--- src/rtl/decode_stage_pipe.sv ---
// ----------------------------------------------------------------------------
// decode_stage_pipe
//
// Decode stage of the five-stage pipeline, ending in the registered D/X
// pipeline register.
//   - Selects register-file read ports from the F/D instruction. Port A reads
//     rs, or STATUS_REG for bex. Port B reads rt for R-type, and rd otherwise.
//   - Detects load-use hazards against a lw in D/X and inserts one bubble.
//   - Optionally forwards same-cycle writeback data into the captured operands.
//   - Holds D/X on an execute stall and kills it on an execute flush.
//   - Counts hazard bubble cycles in a saturating counter.
//
// Ports
//   i_clock, i_reset_n              rising-edge clock, async active-low reset
//   i_fd_valid/i_fd_insn/i_fd_pc    F/D pipeline register contents
//   o_fd_ready                      decode accepts F/D this cycle (comb)
//   o_ctrl_readRegA/B               register-file read addresses (comb)
//   i_data_readRegA/B               register-file read data
//   i_wb_we/i_wb_addr/i_wb_data     writeback port, same cycle as the RF write
//   i_x_stall, i_x_flush            execute-stage hold / kill requests
//   o_dx_valid/insn/pc/opA/opB      D/X pipeline register (registered)
//   o_stall_count                   saturating load-use bubble counter
// ----------------------------------------------------------------------------
module decode_stage_pipe #(
    parameter int DATA_W     = 32,
    parameter int INSN_W     = 32,
    parameter int REG_AW     = 5,
    parameter int STATUS_REG = 30,
    parameter bit WB_BYPASS  = 1'b1,
    parameter int CNT_W      = 16
) (
    input  logic              i_clock,
    input  logic              i_reset_n,
    input  logic              i_fd_valid,
    input  logic [INSN_W-1:0] i_fd_insn,
    input  logic [DATA_W-1:0] i_fd_pc,
    output logic              o_fd_ready,
    output logic [REG_AW-1:0] o_ctrl_readRegA,
    output logic [REG_AW-1:0] o_ctrl_readRegB,
    input  logic [DATA_W-1:0] i_data_readRegA,
    input  logic [DATA_W-1:0] i_data_readRegB,
    input  logic              i_wb_we,
    input  logic [REG_AW-1:0] i_wb_addr,
    input  logic [DATA_W-1:0] i_wb_data,
    input  logic              i_x_stall,
    input  logic              i_x_flush,
    output logic              o_dx_valid,
    output logic [INSN_W-1:0] o_dx_insn,
    output logic [DATA_W-1:0] o_dx_pc,
    output logic [DATA_W-1:0] o_dx_opA,
    output logic [DATA_W-1:0] o_dx_opB,
    output logic [CNT_W-1:0]  o_stall_count
);

    localparam logic [4:0] OP_R    = 5'b00000;
    localparam logic [4:0] OP_J    = 5'b00001;
    localparam logic [4:0] OP_BNE  = 5'b00010;
    localparam logic [4:0] OP_JAL  = 5'b00011;
    localparam logic [4:0] OP_JR   = 5'b00100;
    localparam logic [4:0] OP_BLT  = 5'b00110;
    localparam logic [4:0] OP_SW   = 5'b00111;
    localparam logic [4:0] OP_LW   = 5'b01000;
    localparam logic [4:0] OP_SETX = 5'b10101;
    localparam logic [4:0] OP_BEX  = 5'b10110;

    localparam logic [REG_AW-1:0] STATUS_ADDR = REG_AW'(STATUS_REG);

    // D/X pipeline register
    logic              r_dx_valid;
    logic [INSN_W-1:0] r_dx_insn;
    logic [DATA_W-1:0] r_dx_pc;
    logic [DATA_W-1:0] r_dx_opA;
    logic [DATA_W-1:0] r_dx_opB;
    logic [CNT_W-1:0]  r_stall_count;

    // F/D instruction fields
    logic [4:0]        w_fd_op;
    logic [REG_AW-1:0] w_fd_rd;
    logic [REG_AW-1:0] w_fd_rs;
    logic [REG_AW-1:0] w_fd_rt;
    logic [REG_AW-1:0] w_ra;
    logic [REG_AW-1:0] w_rb;
    logic              w_uses_a;
    logic              w_uses_b;

    // D/X instruction fields used for hazard detection
    logic [4:0]        w_dx_op;
    logic [REG_AW-1:0] w_dx_rd;
    logic              w_hazard;

    logic [DATA_W-1:0] w_op_a;
    logic [DATA_W-1:0] w_op_b;

    assign w_fd_op = i_fd_insn[INSN_W-1 -: 5];
    assign w_fd_rd = REG_AW'(i_fd_insn[26:22]);
    assign w_fd_rs = REG_AW'(i_fd_insn[21:17]);
    assign w_fd_rt = REG_AW'(i_fd_insn[16:12]);

    assign w_ra = (w_fd_op == OP_BEX) ? STATUS_ADDR : w_fd_rs;
    assign w_rb = (w_fd_op == OP_R)   ? w_fd_rt     : w_fd_rd;

    assign w_uses_a = !((w_fd_op == OP_J) || (w_fd_op == OP_JAL) || (w_fd_op == OP_SETX));
    assign w_uses_b = (w_fd_op == OP_R)   || (w_fd_op == OP_SW) || (w_fd_op == OP_BNE) ||
                      (w_fd_op == OP_BLT) || (w_fd_op == OP_JR);

    assign w_dx_op = r_dx_insn[INSN_W-1 -: 5];
    assign w_dx_rd = REG_AW'(r_dx_insn[26:22]);

    // A lw writing $0 never creates a real dependency, so it must not stall.
    assign w_hazard = i_fd_valid && r_dx_valid && (w_dx_op == OP_LW) && (w_dx_rd != '0) &&
                      ((w_uses_a && (w_dx_rd == w_ra)) || (w_uses_b && (w_dx_rd == w_rb)));

    // Flush wins over everything: the F/D content is discarded anyway, so
    // decode must report itself ready for the redirected fetch.
    assign o_fd_ready = i_x_flush || (!i_x_stall && !w_hazard);

    // Register 0 is hard-wired to zero; otherwise take the writeback value when
    // it targets this port's register in the same cycle the RF is written.
    assign w_op_a = (w_ra == '0) ? '0 :
                    (WB_BYPASS && i_wb_we && (i_wb_addr != '0) && (i_wb_addr == w_ra)) ?
                    i_wb_data : i_data_readRegA;
    assign w_op_b = (w_rb == '0) ? '0 :
                    (WB_BYPASS && i_wb_we && (i_wb_addr != '0) && (i_wb_addr == w_rb)) ?
                    i_wb_data : i_data_readRegB;

    // NOTE: state registers use non-blocking assignments so every flop samples
    // values from before the edge, independent of statement order.
    always_ff @(posedge i_clock or negedge i_reset_n) begin
        if (!i_reset_n) begin
            r_dx_valid    <= 1'b0;
            r_dx_insn     <= '0;
            r_dx_pc       <= '0;
            r_dx_opA      <= '0;
            r_dx_opB      <= '0;
            r_stall_count <= '0;
        end else if (i_x_flush) begin
            r_dx_valid <= 1'b0;
            r_dx_insn  <= '0;
        end else if (i_x_stall) begin
            // Execute is busy: D/X holds, and a pending hazard is not counted.
        end else if (w_hazard) begin
            r_dx_valid <= 1'b0;
            r_dx_insn  <= '0;
            if (r_stall_count != '1) begin
                r_stall_count <= r_stall_count + 1'b1;
            end
        end else begin
            r_dx_valid <= i_fd_valid;
            r_dx_insn  <= i_fd_insn;
            r_dx_pc    <= i_fd_pc;
            r_dx_opA   <= w_op_a;
            r_dx_opB   <= w_op_b;
        end
    end

    assign o_ctrl_readRegA = w_ra;
    assign o_ctrl_readRegB = w_rb;
    assign o_dx_valid      = r_dx_valid;
    assign o_dx_insn       = r_dx_insn;
    assign o_dx_pc         = r_dx_pc;
    assign o_dx_opA        = r_dx_opA;
    assign o_dx_opB        = r_dx_opB;
    assign o_stall_count   = r_stall_count;

endmodule
--- config.mk ---
export PLATFORM = sky130hd
export DESIGN_NAME = decode_stage_pipe
export DESIGN_NICKNAME = d
export VERILOG_FILES = /design/src/rtl/decode_stage_pipe.sv
export SDC_FILE = /design/constraint.sdc
export NUM_CORES = 1
export LEC_CHECK = 0
export CORE_MARGIN = 4
export CORE_UTILIZATION = 38
export DETAILED_ROUTE_END_ITERATION = 10
export GPL_TIMING_DRIVEN = 0
export PLACE_DENSITY = 0.83
export REMOVE_ABC_BUFFERS = 1
export SLEW_MARGIN = 5
export SYNTH_ARGS = -nofsm -noshare
export SYNTH_HDL_FRONTEND = slang
export SYNTH_SLANG_ARGS = --single-unit
--- constraint.sdc ---
create_clock -name i_clock -period 2.5 [get_ports i_clock]
set_clock_uncertainty 0.1 [all_clocks]
set_input_delay 0.25 -clock i_clock [delete_from_list [all_inputs] [get_ports i_clock]]
set_output_delay 0.25 -clock i_clock [all_outputs]
set_load 0.02 [all_outputs]
==> results of run 1 <==
==> worst paths after layout <==
check	endpoint	cells after the start	slack (ps)	start
hold reg to reg	o_dx_insn[17]	2	390	o_dx_insn[17]
setup / recovery	o_fd_ready	9	-310	o_dx_insn[26]
hold / removal	o_dx_insn[12]	2	240	i_fd_insn[12]
max in group asynchronous	o_dx_insn[26]	3	1170	i_reset_n
min in group asynchronous	o_stall_count[3]	2	310	i_reset_n
setup reg to reg	o_dx_opB[27]	10	-280	o_dx_insn[24]
==> critical path: cells and delay by family (launching register included) <==
| family | cells | cell delay [ps] |
|---|---|---|
| AOI/OAI and AO/OA | 4 | 820 |
| buffers and inverters | 2 | 280 |
| DFF | 1 | 390 |
| and+or+nand+nor | 3 | 550 |
==> stage by stage <==
stage	hold WS, ps	setup WS (ps)	cell area (sq um)	util (%)
detailed placement	211	-1910	10800	57.7
global route	235	-473	12700	68.1
CTS	228	-203	12400	66.4
finish	238	-310	12700	68.1
floorplan	-146	-1860	7000	-
global placement	367	-4890	10600	56.4
==> power by group through the flow <==
stage | sequential, mW | combinational (mW) | clock [mW]
3_5_place_dp | 2.76 | 1.78 | 0
4_1_cts | 2.74 | 2.02 | 2.59
2_1_floorplan | 3.06 | 0.432 | 0
3_3_place_gp | 2.76 | 1.73 | 0
5_1_grt | 2.79 | 2.21 | 2.70
6_report | 2.76 | 2.12 | 2.57
==> layer usage <==
metal | up-vias | share of wire (%)
li1 | 3063 | -
met1 | 3471 | 40
met2 | 362 | 50
met3 | 72 | 6.9
met4 | 0 | 2.9
met5 | - | 0
==> state kept, by name (all words and copies together) (netlist names) <==
signal	cells
o_dx_opB	32
o_stall_count	16
o_dx_pc	32
o_dx_insn	32
o_dx_opA	32
o_dx_valid	1
==> cell type report <==
| class | count | area (sq um) | share of cell area (%) |
|---|---|---|---|
| Clock buffer | 18 | 439 | 3.45 |
| Timing Repair Buffer | 398 | 4200 | 32.9 |
| Sequential cell | 145 | 3630 | 28.5 |
| Multi-Input combinational cell | 404 | 3980 | 31.2 |
| Tap cell | 234 | 293 | 2.30 |
| Clock inverter | 14 | 145 | 1.14 |
| Inverter | 16 | 60.1 | 0.471 |
==> cells by family (layout without fill, tap and decap cells) <==
logic type	Yosys count	count (layout)	synth area share, %
compound gates	173	174	19.8
xor+xnor	18	18	2.18
flops	145	145	50.1
simple gates	108	112	9.25
fa+ha+maj	1	1	0.173
mux	99	99	14.2
buf+inv	60	446	4.30
==> cell usage after synthesis, drive strengths merged (3+ instances only) <==
| cell | number |
|---|---|
| or3 | 6 |
| mux2 | 33 |
| mux2i | 66 |
| xor2 | 15 |
| nand4b | 3 |
| buf | 27 |
| nand2 | 20 |
| clkbuf | 17 |
| xnor2 | 3 |
| a22o | 30 |
| nor2 | 13 |
| o31ai | 33 |
| nand2b | 4 |
| o21ai | 43 |
| o2bb2ai | 32 |
| o22ai | 7 |
| nor2b | 8 |
| or4 | 4 |
| nor3 | 8 |
| nor4 | 6 |
| a21oi | 8 |
| inv | 16 |
| or2 | 5 |
| nand3 | 15 |
| dfrtp | 145 |
| nand4 | 8 |
==> timing repair <==
action | 4_1_cts | 5_1_grt
gates cloned | 14 | 1
buffers inserted | 37 | 14
hold buffers | 1 | 0
pin swaps | 65 | 44
hold endpoints to repair | 70 | 0
endpoints found under the setup margin | 152 | 145
gates resized for setup | 133 | 47
==> flow_summary.toml, run 1 <==
[run_status]
status = "complete, but fails checks"
violations = "setup timing"

[global_route]
grt_pass1_vias = 7341
grtUsageTotal_pct = 25.4
busiest_layer = "met2"
grt_pass1_wl_mm = 42.5
grt_max_degree = 76
grt_antenna_before_repair = 0
use_met1_pct = 32.1
overflow = 0
grtUsageMet3_pct = 5.62
grt_use_met2_pct = 43.4

[critical_path]
path_cells = "buf_4, nor2b_1, o311ai_1, o211a_1, nand4_4, or3_4, a21oi_2, o21bai_1, buf_4"
worst-endpoint-required_ps = 2150
critPathSlowestCell = "dfrtp_2"
crit_top_cell = "buf_4"
end_kind = "output pin"
cp_max_fo = 3
slowest_delay_ps = 390
worstSetupPathType = "flip-flop to output pin"
worstPathArrival_ps = 2460
cp-start-kind = "flip-flop"

[timing]
period_needed_ps = 2810
fin_crit_sh_pct = 112
drv_slew = 0
tns_ps = -22570
tightest_slew_ps = 702
setup_viol = 130
slew_headroom_pct = 53.0
final.setup.worst_slack_ps = -310
rsz0062_at_grt = "true"
max_clock_freq_mhz = 356
hold_violations = 0

[synthesis]
synth_seq_area_share_pct = 50.1
ys_warn_count = 0
ys_types = 65
synth-edff-count = 0
synth_largest_area_cell = "dfrtp_1"
syn_area_per_cell_sq_um = 12.0
synth_area_leaders = "dfrtp_1, mux2i_1, o31ai_2"
async_flop_share_pct = 100
syn_area_sq_mm = 0.00725
ys_ff_latch = 145
syn-instance-count = 604
yosys_most_used_dff = "dfrtp_1"
synth_top_area_share_pct = 50.1

[clocking]
path_clk_slew_ps = 70
clockBufferDepth = 2
cts_tree = "built"
htree_levels = 4
clock_sinks = 145
numCtsBuffers = 17
clk_latency_ps = 420
root_buffer = "clkbuf_16"

[floorplanning]
rows = 50
start_util_pct = 38.7
io_pins = 327
die_area_sq_mm = 0.0213
die_h_microns = 146
core-area_sq_mm = 0.0187
die_w_microns = 146

[finish]
nets = 1154
area_delta_synth_final_pct = 75.9
fill_cells = 1304
layoutNonFillerInstCount = 1229
drive_gt1_share_pct = 25.5
final_common_cell = "clkdlybuf4s50_1"
n_antenna_cell = 0
mostFrequentLayoutCells = "clkdlybuf4s50_1, dfrtp_1, mux2i_1"

[pwr]
p_seq_share_pct = 37.0
peakVddDrop_uv = 421
combPwrFrac_pct = 28.4
fin_total_pwr_mw = 7.44
power_density_mw_per_mm2 = 584
internal_power_mw = 5.15
swShare_pct = 30.8
p_clk_share_pct = 34.5
net-switching-power_mw = 2.29
leakage_nw = 5.40

[detailed_routing]
wl_per_cell_microns = 23.2
drt-pass1-iter-count = 6
drt_iter0_drc = 399
vias = 6968
ant_nets = 0
routed_via_density = 5.67
drt_wl_total_mm = 28.5
drc_errors = 0

[placed_design]
placed_cells = 1133
finalWeightedCongestion = 0.844
portBuffers = 326
place_hpwl_mm = 17.2

[run]
drv_cap = 0

[hold_path]
min_path_type = "input pin to flip-flop"
Note: power is estimated with default switching activity, not from simulation.
==> inputs of run 2 (changes only) <==
--- a/config.mk
+++ b/config.mk
@@ -5,7 +5,7 @@
 export SDC_FILE = /design/constraint.sdc
 export NUM_CORES = 1
 export LEC_CHECK = 0
-export CORE_MARGIN = 4
+export CORE_MARGIN = 2
 export CORE_UTILIZATION = 38
 export DETAILED_ROUTE_END_ITERATION = 10
 export GPL_TIMING_DRIVEN = 0
==> run 2 against run 1 <==
Effect of this change: the flow still finishes with violations (setup timing); cell area up 0.70%; critical path depth up 2; sequential cell count unchanged; first-iteration DRC count down 8.5%; global-route usage increased by 1.4 points; clock power is essentially flat; via count about the same; core utilization grew 0.47 points; register-to-register slack worse by 110 ps; maximum frequency fell by 2.8%.
==> flow_summary.toml, run 2 (synthesis results as in run 1) <==
[run_status]
status = "complete, but fails checks"
violations = "setup timing"

[floorplanning]
die_w_microns = 142
die_h_microns = 142
start_util_pct = 38.7
die_area_sq_mm = 0.0202
io_pins = 327
rows = 50
core-area_sq_mm = 0.0187

[timing]
period_needed_ps = 2890
slew_headroom_pct = 53.2
rsz0062_at_grt = "true"
final.setup.worst_slack_ps = -390
setup_viol = 134
tightest_slew_ps = 699
fin_crit_sh_pct = 116
max_clock_freq_mhz = 346
tns_ps = -40560
drv_slew = 0
hold_slack_ps = 130
hold_violations = 0

[pwr]
combPwrFrac_pct = 28.0
power_density_mw_per_mm2 = 579
p_clk_share_pct = 35.0
net-switching-power_mw = 2.30
leakage_nw = 5.55
peakVddDrop_uv = 493
internal_power_mw = 5.13
p_seq_share_pct = 37.0
swShare_pct = 30.9

[critical_path]
worst-endpoint-required_ps = 2720
worstSetupPathType = "flip-flop to flip-flop"
cp-start-kind = "flip-flop"
critical-path-top-delay-family = "buffers and inverters"
slowest_delay_ps = 500
path_cells = "buf_6, or4_4, o211ai_1, buf_4, buf_6, nor4_4, buf_6, buf_12, or2_4, buf_16, o31ai_2"
path_buf_inv = 6
worstPathArrival_ps = 3110
critPathSlowestCell = "or4_4"
end_kind = "flip-flop"
crit_top_cell = "buf_6"
cp_max_fo = 24

[finish]
nets = 1163
area_delta_synth_final_pct = 77.1
drive_gt1_share_pct = 25.4
n_antenna_cell = 0
final_util_pct = 68.6
final_common_cell = "clkdlybuf4s50_1"
mostFrequentLayoutCells = "clkdlybuf4s50_1, dfrtp_1, mux2i_1"
final_area_sq_mm = 0.0128

[detailed_routing]
vias = 6964
drt_iter0_drc = 365
drc_errors = 0
ant_nets = 0
drt_wl_total_mm = 28.3
routed_via_density = 5.63
wl_per_cell_microns = 22.9
drt-pass1-iter-count = 5

[clocking]
numCtsBuffers = 17
root_buffer = "clkbuf_16"
htree_levels = 4
clockBufferDepth = 2
clock_sinks = 145
path_clk_slew_ps = 70
cts_tree = "built"
clk_latency_ps = 420

[global_route]
grtUsageTotal_pct = 26.8
overflow = 0
busiest_layer = "met2"
grt_max_degree = 76
grt_antenna_before_repair = 0
grtUsageMet3_pct = 6.90
use_met1_pct = 32.2
grt_pass1_wl_mm = 41.4
grt_pass1_vias = 7415
grt_use_met2_pct = 47.1

[placed_design]
finalWeightedCongestion = 0.815
pre_cts_slack_ps = -1900
place_hpwl_mm = 17.1
portBuffers = 326
placed_cell_area_sq_mm = 0.0108

[run]
drv_cap = 0

[hold_path]
min_path_type = "input pin to flip-flop"
-- run 2: changes by cell type in the layout (fill, tap and decap cells not counted), moves of 4 or more --
| cell | before | now |
|---|---|---|
| buf_6 | 19 | 27 |
| nor3_4 | 1 | 5 |
| o21ai_0 | 22 | 33 |
| o21ai_1 | 15 | 8 |
| o21ai_2 | 5 | 1 |
| o2bb2ai_1 | 0 | 11 |
| o2bb2ai_2 | 31 | 14 |
| o2bb2ai_4 | 1 | 7 |
| o31ai_2 | 19 | 26 |
| o31ai_4 | 14 | 6 |
-- run 2: power by group through the flow --
stage	registers, mW	logic [mW]	clock network (mW)
finish	2.75	2.08	2.60
global route	2.77	2.18	2.74
CTS	2.74	2.00	2.63
detailed placement	2.77	1.78	0
global placement	2.76	1.73	0
floorplan	3.06	0.432	0
-- run 2: repair_timing --
| item | 4_1_cts | 5_1_grt |
|---|---|---|
| endpoints found under the hold margin | 70 | 0 |
| pin swaps | 30 | 35 |
| hold buffers | 1 | 0 |
| gates cloned | 12 | 3 |
| gates resized for setup | 113 | 62 |
| setup buffers | 42 | 18 |
| setup endpoints to repair | 152 | 148 |
-- run 2: final cells by class --
class	instances	area, sq um
Multi-Input combinational cell	407	4030
Fill cell	1306	5870
Clock inverter	15	166
Clock buffer	17	425
Inverter	16	60.1
Sequential cell	145	3630
Tap cell	234	293
Timing Repair Buffer	404	4220
-- run 2: final timing paths --
| check | from | endpoint | slack [ps] | cells after the start |
|---|---|---|---|---|
| worst max-delay path | o_dx_insn[24] | o_dx_opB[8] | -390 | 11 |
| worst min-delay path | i_fd_insn[12] | o_dx_insn[12] | 130 | 2 |
| worst max register to register | o_dx_insn[24] | o_dx_opB[8] | -390 | 11 |
| worst min register to register | o_dx_opA[5] | o_dx_opA[5] | 390 | 1 |
| max in group asynchronous | i_reset_n | o_dx_insn[26] | 1150 | 3 |
| min in group asynchronous | i_reset_n | o_stall_count[2] | 300 | 2 |
-- run 2: routing by layer --
| layer | share of wire (%) | wire (microns) |
|---|---|---|
| met2 | 51 | 14500 |
| met4 | 2.7 | 767 |
| met1 | 39 | 11200 |
| met5 | 0 | 0 |
| met3 | 6.6 | 1880 |
-- run 2: per-stage QoR --
step                power (mW)  cells
finish                    7.43   1238
global route              7.69   1238
CTS                       7.37   1220
detailed placement        4.54   1133
global placement          4.49   1120
floorplan                 3.49    560
